## src/rtl/conv_pkg.sv

```systemverilog
// Shared conv datapath constants, row-phase encoding and
// the saturating psum adder.
package conv_pkg;

    localparam int DATA_W  = 25;
    localparam int IN_W    = 20;
    localparam int ROW_LEN = 61;
    localparam int K       = 3;
    localparam int CNT_W   = 8;

    typedef enum logic [1:0] {
        PH_FIRST,
        PH_MID,
        PH_LAST
    } phase_e;

    localparam logic [DATA_W-1:0] SAT_MAX = {1'b0, {(DATA_W-1){1'b1}}};
    localparam logic [DATA_W-1:0] SAT_MIN = {1'b1, {(DATA_W-1){1'b0}}};

    // Add with one guard bit; clamp when the guard and sign disagree.
    function automatic logic signed [DATA_W-1:0] sat_add(
        input logic signed [DATA_W-1:0] a,
        input logic signed [DATA_W-1:0] b
    );
        logic [DATA_W:0] s;
        s = {a[DATA_W-1], a} + {b[DATA_W-1], b};
        if (s[DATA_W] == s[DATA_W-1]) begin
            return s[DATA_W-1:0];
        end
        return s[DATA_W] ? SAT_MIN : SAT_MAX;
    endfunction

endpackage

```

## src/rtl/psum_row_accum_if.sv

```systemverilog
// Row-product input, delay-line FIFO and final-psum output
// bundle of the psum row accumulator.
interface psum_row_accum_if #(
    parameter int DATA_W = conv_pkg::DATA_W,
    parameter int IN_W   = conv_pkg::IN_W
);

    logic                     in_valid;
    logic                     in_ready;
    logic signed [IN_W-1:0]   in_data;

    logic                     fifo_wr_en;
    logic signed [DATA_W-1:0] fifo_din;
    logic                     fifo_full;
    logic                     fifo_rd_en;
    logic signed [DATA_W-1:0] fifo_dout;
    logic                     fifo_empty;

    logic                     out_valid;
    logic                     out_ready;
    logic signed [DATA_W-1:0] out_data;
    logic                     row_done;

    modport slave (
        input  in_valid, in_data,
        input  fifo_full, fifo_dout, fifo_empty,
        input  out_ready,
        output in_ready,
        output fifo_wr_en, fifo_din, fifo_rd_en,
        output out_valid, out_data, row_done
    );

    modport master (
        output in_valid, in_data,
        output fifo_full, fifo_dout, fifo_empty,
        output out_ready,
        input  in_ready,
        input  fifo_wr_en, fifo_din, fifo_rd_en,
        input  out_valid, out_data, row_done
    );

endinterface

```

## src/rtl/psum_row_accum_out_reg.sv

```systemverilog
// Valid/ready output register for completed psums; row_done
// pulses for one cycle alongside the load of a row's last column.
module psum_out_reg #(
    parameter int DATA_W = 25
) (
    input  logic                     clk,
    input  logic                     rst,
    input  logic                     load,
    input  logic signed [DATA_W-1:0] din,
    input  logic                     last,
    input  logic                     ready,
    output logic                     can_load,
    output logic                     valid,
    output logic signed [DATA_W-1:0] data,
    output logic                     row_done
);

    assign can_load = !valid || ready;

    always_ff @(posedge clk) begin
        if (rst) begin
            valid    <= 1'b0;
            data     <= '0;
            row_done <= 1'b0;
        end else begin
            row_done <= 1'b0;
            if (load) begin
                valid    <= 1'b1;
                data     <= din;
                row_done <= last;
            end else if (ready) begin
                valid    <= 1'b0;
            end
        end
    end

endmodule

```

## src/rtl/psum_row_accum.sv

```systemverilog
// Accumulates kernel-row partial sums, using the external FIFO as
// a one-row delay line; the last kernel row goes to the output.
module psum_row_accum #(
    parameter int DATA_W  = conv_pkg::DATA_W,
    parameter int IN_W    = conv_pkg::IN_W,
    parameter int ROW_LEN = conv_pkg::ROW_LEN,
    parameter int K       = conv_pkg::K,
    parameter int CNT_W   = conv_pkg::CNT_W
) (
    input  logic             clk,
    input  logic             rst,
    psum_row_accum_if.slave  bus
);

    import conv_pkg::*;

    localparam int RW = $clog2(K);

    logic [CNT_W-1:0]         col_cnt;
    logic [RW-1:0]            row_cnt;
    phase_e                   phase;
    logic                     col_wrap;
    logic                     accept;

    logic                     s1_valid;
    logic signed [IN_W-1:0]   s1_data;
    phase_e                   s1_phase;
    logic                     s1_last;
    logic                     s1_go;
    logic                     s1_to_fifo;
    logic                     s1_done;
    logic signed [DATA_W-1:0] s1_ext;
    logic signed [DATA_W-1:0] s1_sum;

    logic                     out_load;
    logic                     out_can_load;

    always_comb begin
        unique case (1'b1)
            (row_cnt == '0):        phase = PH_FIRST;
            (row_cnt == RW'(K-1)):  phase = PH_LAST;
            default:                phase = PH_MID;
        endcase
    end

    assign col_wrap = (col_cnt == CNT_W'(ROW_LEN-1));

    // Stage 1 consumes fifo_dout, which only moves on a pop, so
    // holding off accepts keeps the popped word stable under stall.
    assign s1_go      = s1_valid && !rst;
    assign s1_to_fifo = (s1_phase != PH_LAST);
    assign s1_ext     = {{(DATA_W-IN_W){s1_data[IN_W-1]}}, s1_data};
    assign s1_sum     = (s1_phase == PH_FIRST) ? s1_ext
                      : sat_add(s1_ext, bus.fifo_dout);
    assign s1_done    = s1_go && (s1_to_fifo ? !bus.fifo_full
                                             : out_can_load);

    assign bus.in_ready = !rst
                       && (!s1_valid || s1_done)
                       && (phase == PH_FIRST || !bus.fifo_empty);
    assign accept       = bus.in_valid && bus.in_ready;

    assign bus.fifo_rd_en = accept && (phase != PH_FIRST);
    assign bus.fifo_wr_en = s1_go && s1_to_fifo && !bus.fifo_full;
    assign bus.fifo_din   = s1_sum;

    assign out_load = s1_go && !s1_to_fifo && out_can_load;

    always_ff @(posedge clk) begin
        if (rst) begin
            col_cnt  <= '0;
            row_cnt  <= '0;
            s1_valid <= 1'b0;
            s1_data  <= '0;
            s1_phase <= PH_FIRST;
            s1_last  <= 1'b0;
        end else begin
            if (accept) begin
                s1_valid <= 1'b1;
                s1_data  <= bus.in_data;
                s1_phase <= phase;
                s1_last  <= col_wrap;
                col_cnt  <= col_wrap ? '0 : col_cnt + 1'b1;
                if (col_wrap) begin
                    row_cnt <= (row_cnt == RW'(K-1)) ? '0
                             : row_cnt + 1'b1;
                end
            end else if (s1_done) begin
                s1_valid <= 1'b0;
            end
        end
    end

    psum_out_reg #(
        .DATA_W (DATA_W)
    ) u_out (
        .clk      (clk),
        .rst      (rst),
        .load     (out_load),
        .din      (s1_sum),
        .last     (s1_last),
        .ready    (bus.out_ready),
        .can_load (out_can_load),
        .valid    (bus.out_valid),
        .data     (bus.out_data),
        .row_done (bus.row_done)
    );

endmodule

```

## src/flat_wrapper.sv

```systemverilog
// flat-port wrapper written by rule: the top's interface ports become plain ports
module psum_row_accum_flat import conv_pkg::*;
#(
    parameter int DATA_W  = conv_pkg::DATA_W,
    parameter int IN_W    = conv_pkg::IN_W,
    parameter int ROW_LEN = conv_pkg::ROW_LEN,
    parameter int K       = conv_pkg::K,
    parameter int CNT_W   = conv_pkg::CNT_W
)
  (clk, rst, bus_in_valid, bus_in_data, bus_fifo_full, bus_fifo_dout, bus_fifo_empty, bus_out_ready, bus_in_ready, bus_fifo_wr_en, bus_fifo_din, bus_fifo_rd_en, bus_out_valid, bus_out_data, bus_row_done);
  psum_row_accum_if #(.DATA_W(DATA_W), .IN_W(IN_W)) bus_i ();
  input  logic clk;
  input  logic rst;
  input wire logic [$bits(bus_i.in_valid)-1:0] bus_in_valid;
  input wire logic [$bits(bus_i.in_data)-1:0] bus_in_data;
  input wire logic [$bits(bus_i.fifo_full)-1:0] bus_fifo_full;
  input wire logic [$bits(bus_i.fifo_dout)-1:0] bus_fifo_dout;
  input wire logic [$bits(bus_i.fifo_empty)-1:0] bus_fifo_empty;
  input wire logic [$bits(bus_i.out_ready)-1:0] bus_out_ready;
  output wire logic [$bits(bus_i.in_ready)-1:0] bus_in_ready;
  output wire logic [$bits(bus_i.fifo_wr_en)-1:0] bus_fifo_wr_en;
  output wire logic [$bits(bus_i.fifo_din)-1:0] bus_fifo_din;
  output wire logic [$bits(bus_i.fifo_rd_en)-1:0] bus_fifo_rd_en;
  output wire logic [$bits(bus_i.out_valid)-1:0] bus_out_valid;
  output wire logic [$bits(bus_i.out_data)-1:0] bus_out_data;
  output wire logic [$bits(bus_i.row_done)-1:0] bus_row_done;
  assign bus_i.in_valid = bus_in_valid;
  assign bus_i.in_data = bus_in_data;
  assign bus_i.fifo_full = bus_fifo_full;
  assign bus_i.fifo_dout = bus_fifo_dout;
  assign bus_i.fifo_empty = bus_fifo_empty;
  assign bus_i.out_ready = bus_out_ready;
  assign bus_in_ready = bus_i.in_ready;
  assign bus_fifo_wr_en = bus_i.fifo_wr_en;
  assign bus_fifo_din = bus_i.fifo_din;
  assign bus_fifo_rd_en = bus_i.fifo_rd_en;
  assign bus_out_valid = bus_i.out_valid;
  assign bus_out_data = bus_i.out_data;
  assign bus_row_done = bus_i.row_done;
  psum_row_accum #(.DATA_W(DATA_W), .IN_W(IN_W), .ROW_LEN(ROW_LEN), .K(K), .CNT_W(CNT_W)) u_core (.clk(clk), .rst(rst), .bus(bus_i));
endmodule
```

## config.mk

```make
export PLATFORM = sky130hd
export DESIGN_NAME = psum_row_accum_flat
export DESIGN_NICKNAME = d
export VERILOG_FILES = /design/src/rtl/conv_pkg.sv /design/src/rtl/psum_row_accum_if.sv /design/src/rtl/psum_row_accum_out_reg.sv /design/src/rtl/psum_row_accum.sv /design/src/flat_wrapper.sv
export SDC_FILE = /design/constraint.sdc
export NUM_CORES = 1
export LEC_CHECK = 0
export CAP_MARGIN = 40
export CELL_PAD_IN_SITES_DETAIL_PLACEMENT = 0
export CELL_PAD_IN_SITES_GLOBAL_PLACEMENT = 1
export CORE_ASPECT_RATIO = 0.6
export CORE_MARGIN = 5
export CORE_UTILIZATION = 39
export CTS_BUF_LIST = sky130_fd_sc_hd__clkbuf_4
export CTS_CLUSTER_SIZE = 10
export DETAILED_ROUTE_END_ITERATION = 7
export PLACE_DENSITY_LB_ADDON = 0.2
export SETUP_SLACK_MARGIN = 0.3
export SLEW_MARGIN = 20
export SYNTH_ARGS = -nofsm -noshare
export SYNTH_HDL_FRONTEND = slang
export SYNTH_SLANG_ARGS = --single-unit
```

## constraint.sdc

```tcl
create_clock -name clk -period 5.95 [get_ports clk]
set_clock_uncertainty 0.2 [all_clocks]
set_input_delay 0.595 -clock clk [delete_from_list [all_inputs] [get_ports clk]]
set_output_delay 0.595 -clock clk [all_outputs]
set_load 0.02 [all_outputs]
```

==> impl_metrics.json <==
{
  "status": "finished, final reports clean",
  "worstHoldPathCells": 2,
  "internal_power_mw": 0.704,
  "min-delay-start": "u_core.s1_last",
  "crit_fanout": 12,
  "max_freq_mhz": 192,
  "overflow": 0,
  "ys_seq_area_share_pct": 29.8,
  "max-slew-margin-rel_pct": 49.6,
  "power_density_nw_per_um2": 190,
  "cts.sinks": 61,
  "p_leak_nw": 2.09,
  "r2r_cells": 13,
  "grt_pass1_vias": 3738,
  "avgSynthCellArea_um2": 7.73,
  "switching_share_pct": 31.5,
  "routed_via_density": 5.29,
  "drt-total-wl_um": 12500,
  "die_h_um": 89.4,
  "place_ws_ns": 0.729,
  "htreeDepth": 3,
  "yosys.area.top_type": "dfxtp_1",
  "postCtsHoldBufs": 0,
  "tightest_slew_ns": 0.754,
  "post_cts_buffers": 0,
  "synth-edff-count": 0,
  "insertion_delay_ns": 0.42,
  "routabilityCongestion": 0.843,
  "antenna_left": 0,
  "num_rows": 29,
  "ys_warn_count": 0,
  "critPathKind": "in -> out",
  "boundaryPins": 106,
  "cpPeakStageDelay_ns": 0.63,
  "grtUsageMet2_pct": 28.2,
  "portBuffers": 105,
  "clk_path_buf_depth": 2,
  "cts_tree": "done",
  "endpoint_kind": "output pin",
  "synth-seq-cells": 61,
  "critical_path.most_common_cell": "clkdlybuf4s50_1",
  "synth.area.top_cells": "dfxtp_1 (30%), a21oi_1 (9.2%), ha_1 (8.2%), nand2_1 (6.5%), nor2_1 (6.2%)",
  "drive_gt1_share_pct": 10.0,
  "start_kind": "input port",
  "yosys_most_used_dff": "dfxtp_1",
  "start_util_pct": 39.4,
  "synthToLayoutAreaGrowth_pct": 32.1,
  "grt_max_degree": 37,
  "dpl.hpwl_um": 9550,
  "synth_fp_nets": 609,
  "power_frac_comb_pct": 26.0,
  "reg2reg_from": "u_core.s1_data[0]",
  "hold_class": "reg -> reg",
  "p_sw_mw": 0.324,
  "numCtsBuffers": 9,
  "setup-tns-final_ns": 0,
  "fin_crit_ns": 5.20,
  "path_cells": "clkdlybuf4s50_1, ha_1, inv_1, fa_1, nand2b_1, a211oi_1, o21ai_0, a21boi_1, nor3b_1, a2bb2oi_4, buf_12, nand2_2, a21oi_1, clkdlybuf4s50_1",
  "power_frac_clock_pct": 32.7,
  "holdPathEnd": "u_core.s1_last",
  "die_x_um": 142,
  "synth_cells": 530,
  "synth.top_cell.area_share_pct": 29.8,
  "drc": 0,
  "clk_pin_slew_ns": 0.10,
  "maxCapViolCount": 0,
  "synth_cell_type_count": 61,
  "clock-root-buffer": "clkbuf_4",
  "drt_iter0_drc": 296,
  "finalSetupViolations": 0,
  "busiest_layer": "met1",
  "grt_util_met1_pct": 29.2,
  "finalMaxSlewViolations": 0,
  "dieArea_um2": 12700,
  "peakVddDrop_mv": 0.0870,
  "period_share_pct": 87.3,
  "grt_pass1_wl_um": 19400,
  "cp_top_family": "compound AO/OA/AOI/OAI gates",
  "seq_power_share_pct": 41.2,
  "wire_per_inst_um": 16.2,
  "final_common_cell": "clkdlybuf4s50_1",
  "final_nets": 703,
  "hold_viol": 0,
  "cp_slowest_cell": "clkdlybuf4s50_1",
  "syn_area_um2": 4100,
  "cts_resized": 0,
  "fp.coreArea_um2": 10400,
  "fillers": 987,
  "rsz0062_at_grt": "false",
  "track_usage_pct": 19.5,
  "r2r_end": "u_core.u_out.data[11]",
  "antenna_found_initial": 1,
  "final.setup.worst_slack_ns": 0.753,
  "drtPass1Iterations": 5,
  "via_count": 4069,
  "rrSetupSlack_ns": 2.22,
  "gr-usage-met3_pct": 4.44,
  "critPathRequiredTime_ns": 5.16,
  "crit_arrival_ns": 4.40,
  "ys_async_sr_fraction_pct": 0,
  "most-common-layout-cells": "clkdlybuf4s50_1 (104), a21oi_1 (75), nand2_1 (71), nor2_1 (68), dfxtp_1 (61)",
  "critPathBufInv": 4
}
-- metal layers --
layer | up-vias | wire length [µm]
li1 | 2050 | -
met1 | 1882 | 6510
met2 | 129 | 5020
met3 | 8 | 850
met4 | 0 | 90
met5 | - | 0
-- cell families after synthesis --
family,share of synthesized area [%]
mux,0.519
fa+ha+maj,8.73
flops,29.8
buf+inv,4.98
xor+xnor,6.20
simple gates,23.9
compound gates,25.9
-- worst register-to-register path, delay by kind of cell (launching register included) --
family                   cells  cell delay, ns
buffers and inverters        3            0.44
adder cells (fa/ha/maj)      2            0.55
flip-flops                   1            0.38
AND/OR/NAND/NOR              2            0.34
AO/OA/AOI/OAI                6            1.72
-- power groups by stage --
stage	registers, mW	clock network, mW	logic [mW]
6_report	0.424	0.336	0.268
5_1_grt	0.426	0.361	0.292
4_1_cts	0.424	0.345	0.267
3_5_place_dp	0.433	0	0.265
3_3_place_gp	0.433	0	0.264
2_1_floorplan	0.431	0	0.175
-- worst max-delay path by stage --
stage,end,startpoint,cells after the start,slack (ns)
detailed placement,bus_fifo_din[21],bus_fifo_dout[0],14,0.73
CTS,bus_fifo_din[21],bus_fifo_dout[0],14,0.72
global placement,bus_fifo_din[21],bus_fifo_dout[0],13,0.48
finish,bus_fifo_din[21],bus_fifo_dout[0],14,0.75
global route,bus_fifo_din[21],bus_fifo_dout[0],14,0.38
floorplan,bus_fifo_din[0],bus_fifo_dout[0],12,2.19
-- metrics by stage --
stage | instances | hold WS, ns | utilization, % | area (µm²) | total power [mW]
4_1_cts | 767 | 0.266 | 51.8 | 5400 | 1.04
2_1_floorplan | 530 | 0.230 | - | 4100 | 0.606
6_report | 769 | 0.263 | 52.0 | 5410 | 1.03
3_5_place_dp | 751 | 0.251 | 50.3 | 5240 | 0.699
5_1_grt | 769 | 0.306 | 52.0 | 5410 | 1.08
3_3_place_gp | 750 | 0.242 | 50.1 | 5210 | 0.697
-- cell type report --
| cell class | instances | area (µm²) | share of cell area [%] |
|---|---|---|---|
| multi-input combinational | 427 | 2680 | 49.5 |
| sequential | 61 | 1220 | 22.6 |
| timing repair buffer | 112 | 1130 | 20.8 |
| tap | 139 | 174 | 3.21 |
| clock buffer | 9 | 67.6 | 1.25 |
| clock inverter | 7 | 90.1 | 1.66 |
| inverter | 13 | 48.8 | 0.902 |
| antenna | 1 | 2.50 | 0.0462 |
-- state kept, by name, summed over array words and instances (netlist names) --
register / flops
u_core.s1_phase: 2
u_core.u_out.valid: 1
u_core.u_out.data: 25
u_core.s1_last: 1
u_core.u_out.row_done: 1
u_core.col_cnt: 8
u_core.s1_valid: 1
u_core.row_cnt: 2
u_core.s1_data: 20
-- synthesized netlist by cell type, types with 2 or more instances --
cell	number
and2_1	3
xnor2_1	15
a211oi_2	4
a21oi_1	75
buf_6	5
nand3_1	7
o21bai_1	3
nand4_1	7
or2_2	2
and3_1	4
ha_1	27
nand3b_1	3
xor2_1	14
inv_1	13
a31o_2	2
nor2_1	68
o211ai_1	2
a221oi_1	2
nor3_1	4
a21o_1	5
nand2_1	71
dfxtp_1	61
nand2b_1	7
a211oi_1	22
buf_2	4
nor3b_1	2
o21ai_0	18
nor2b_1	6
a31oi_1	4
or3_1	2
nand2_2	20
clkbuf_1	19
Power figures use the tool's default switching activity.
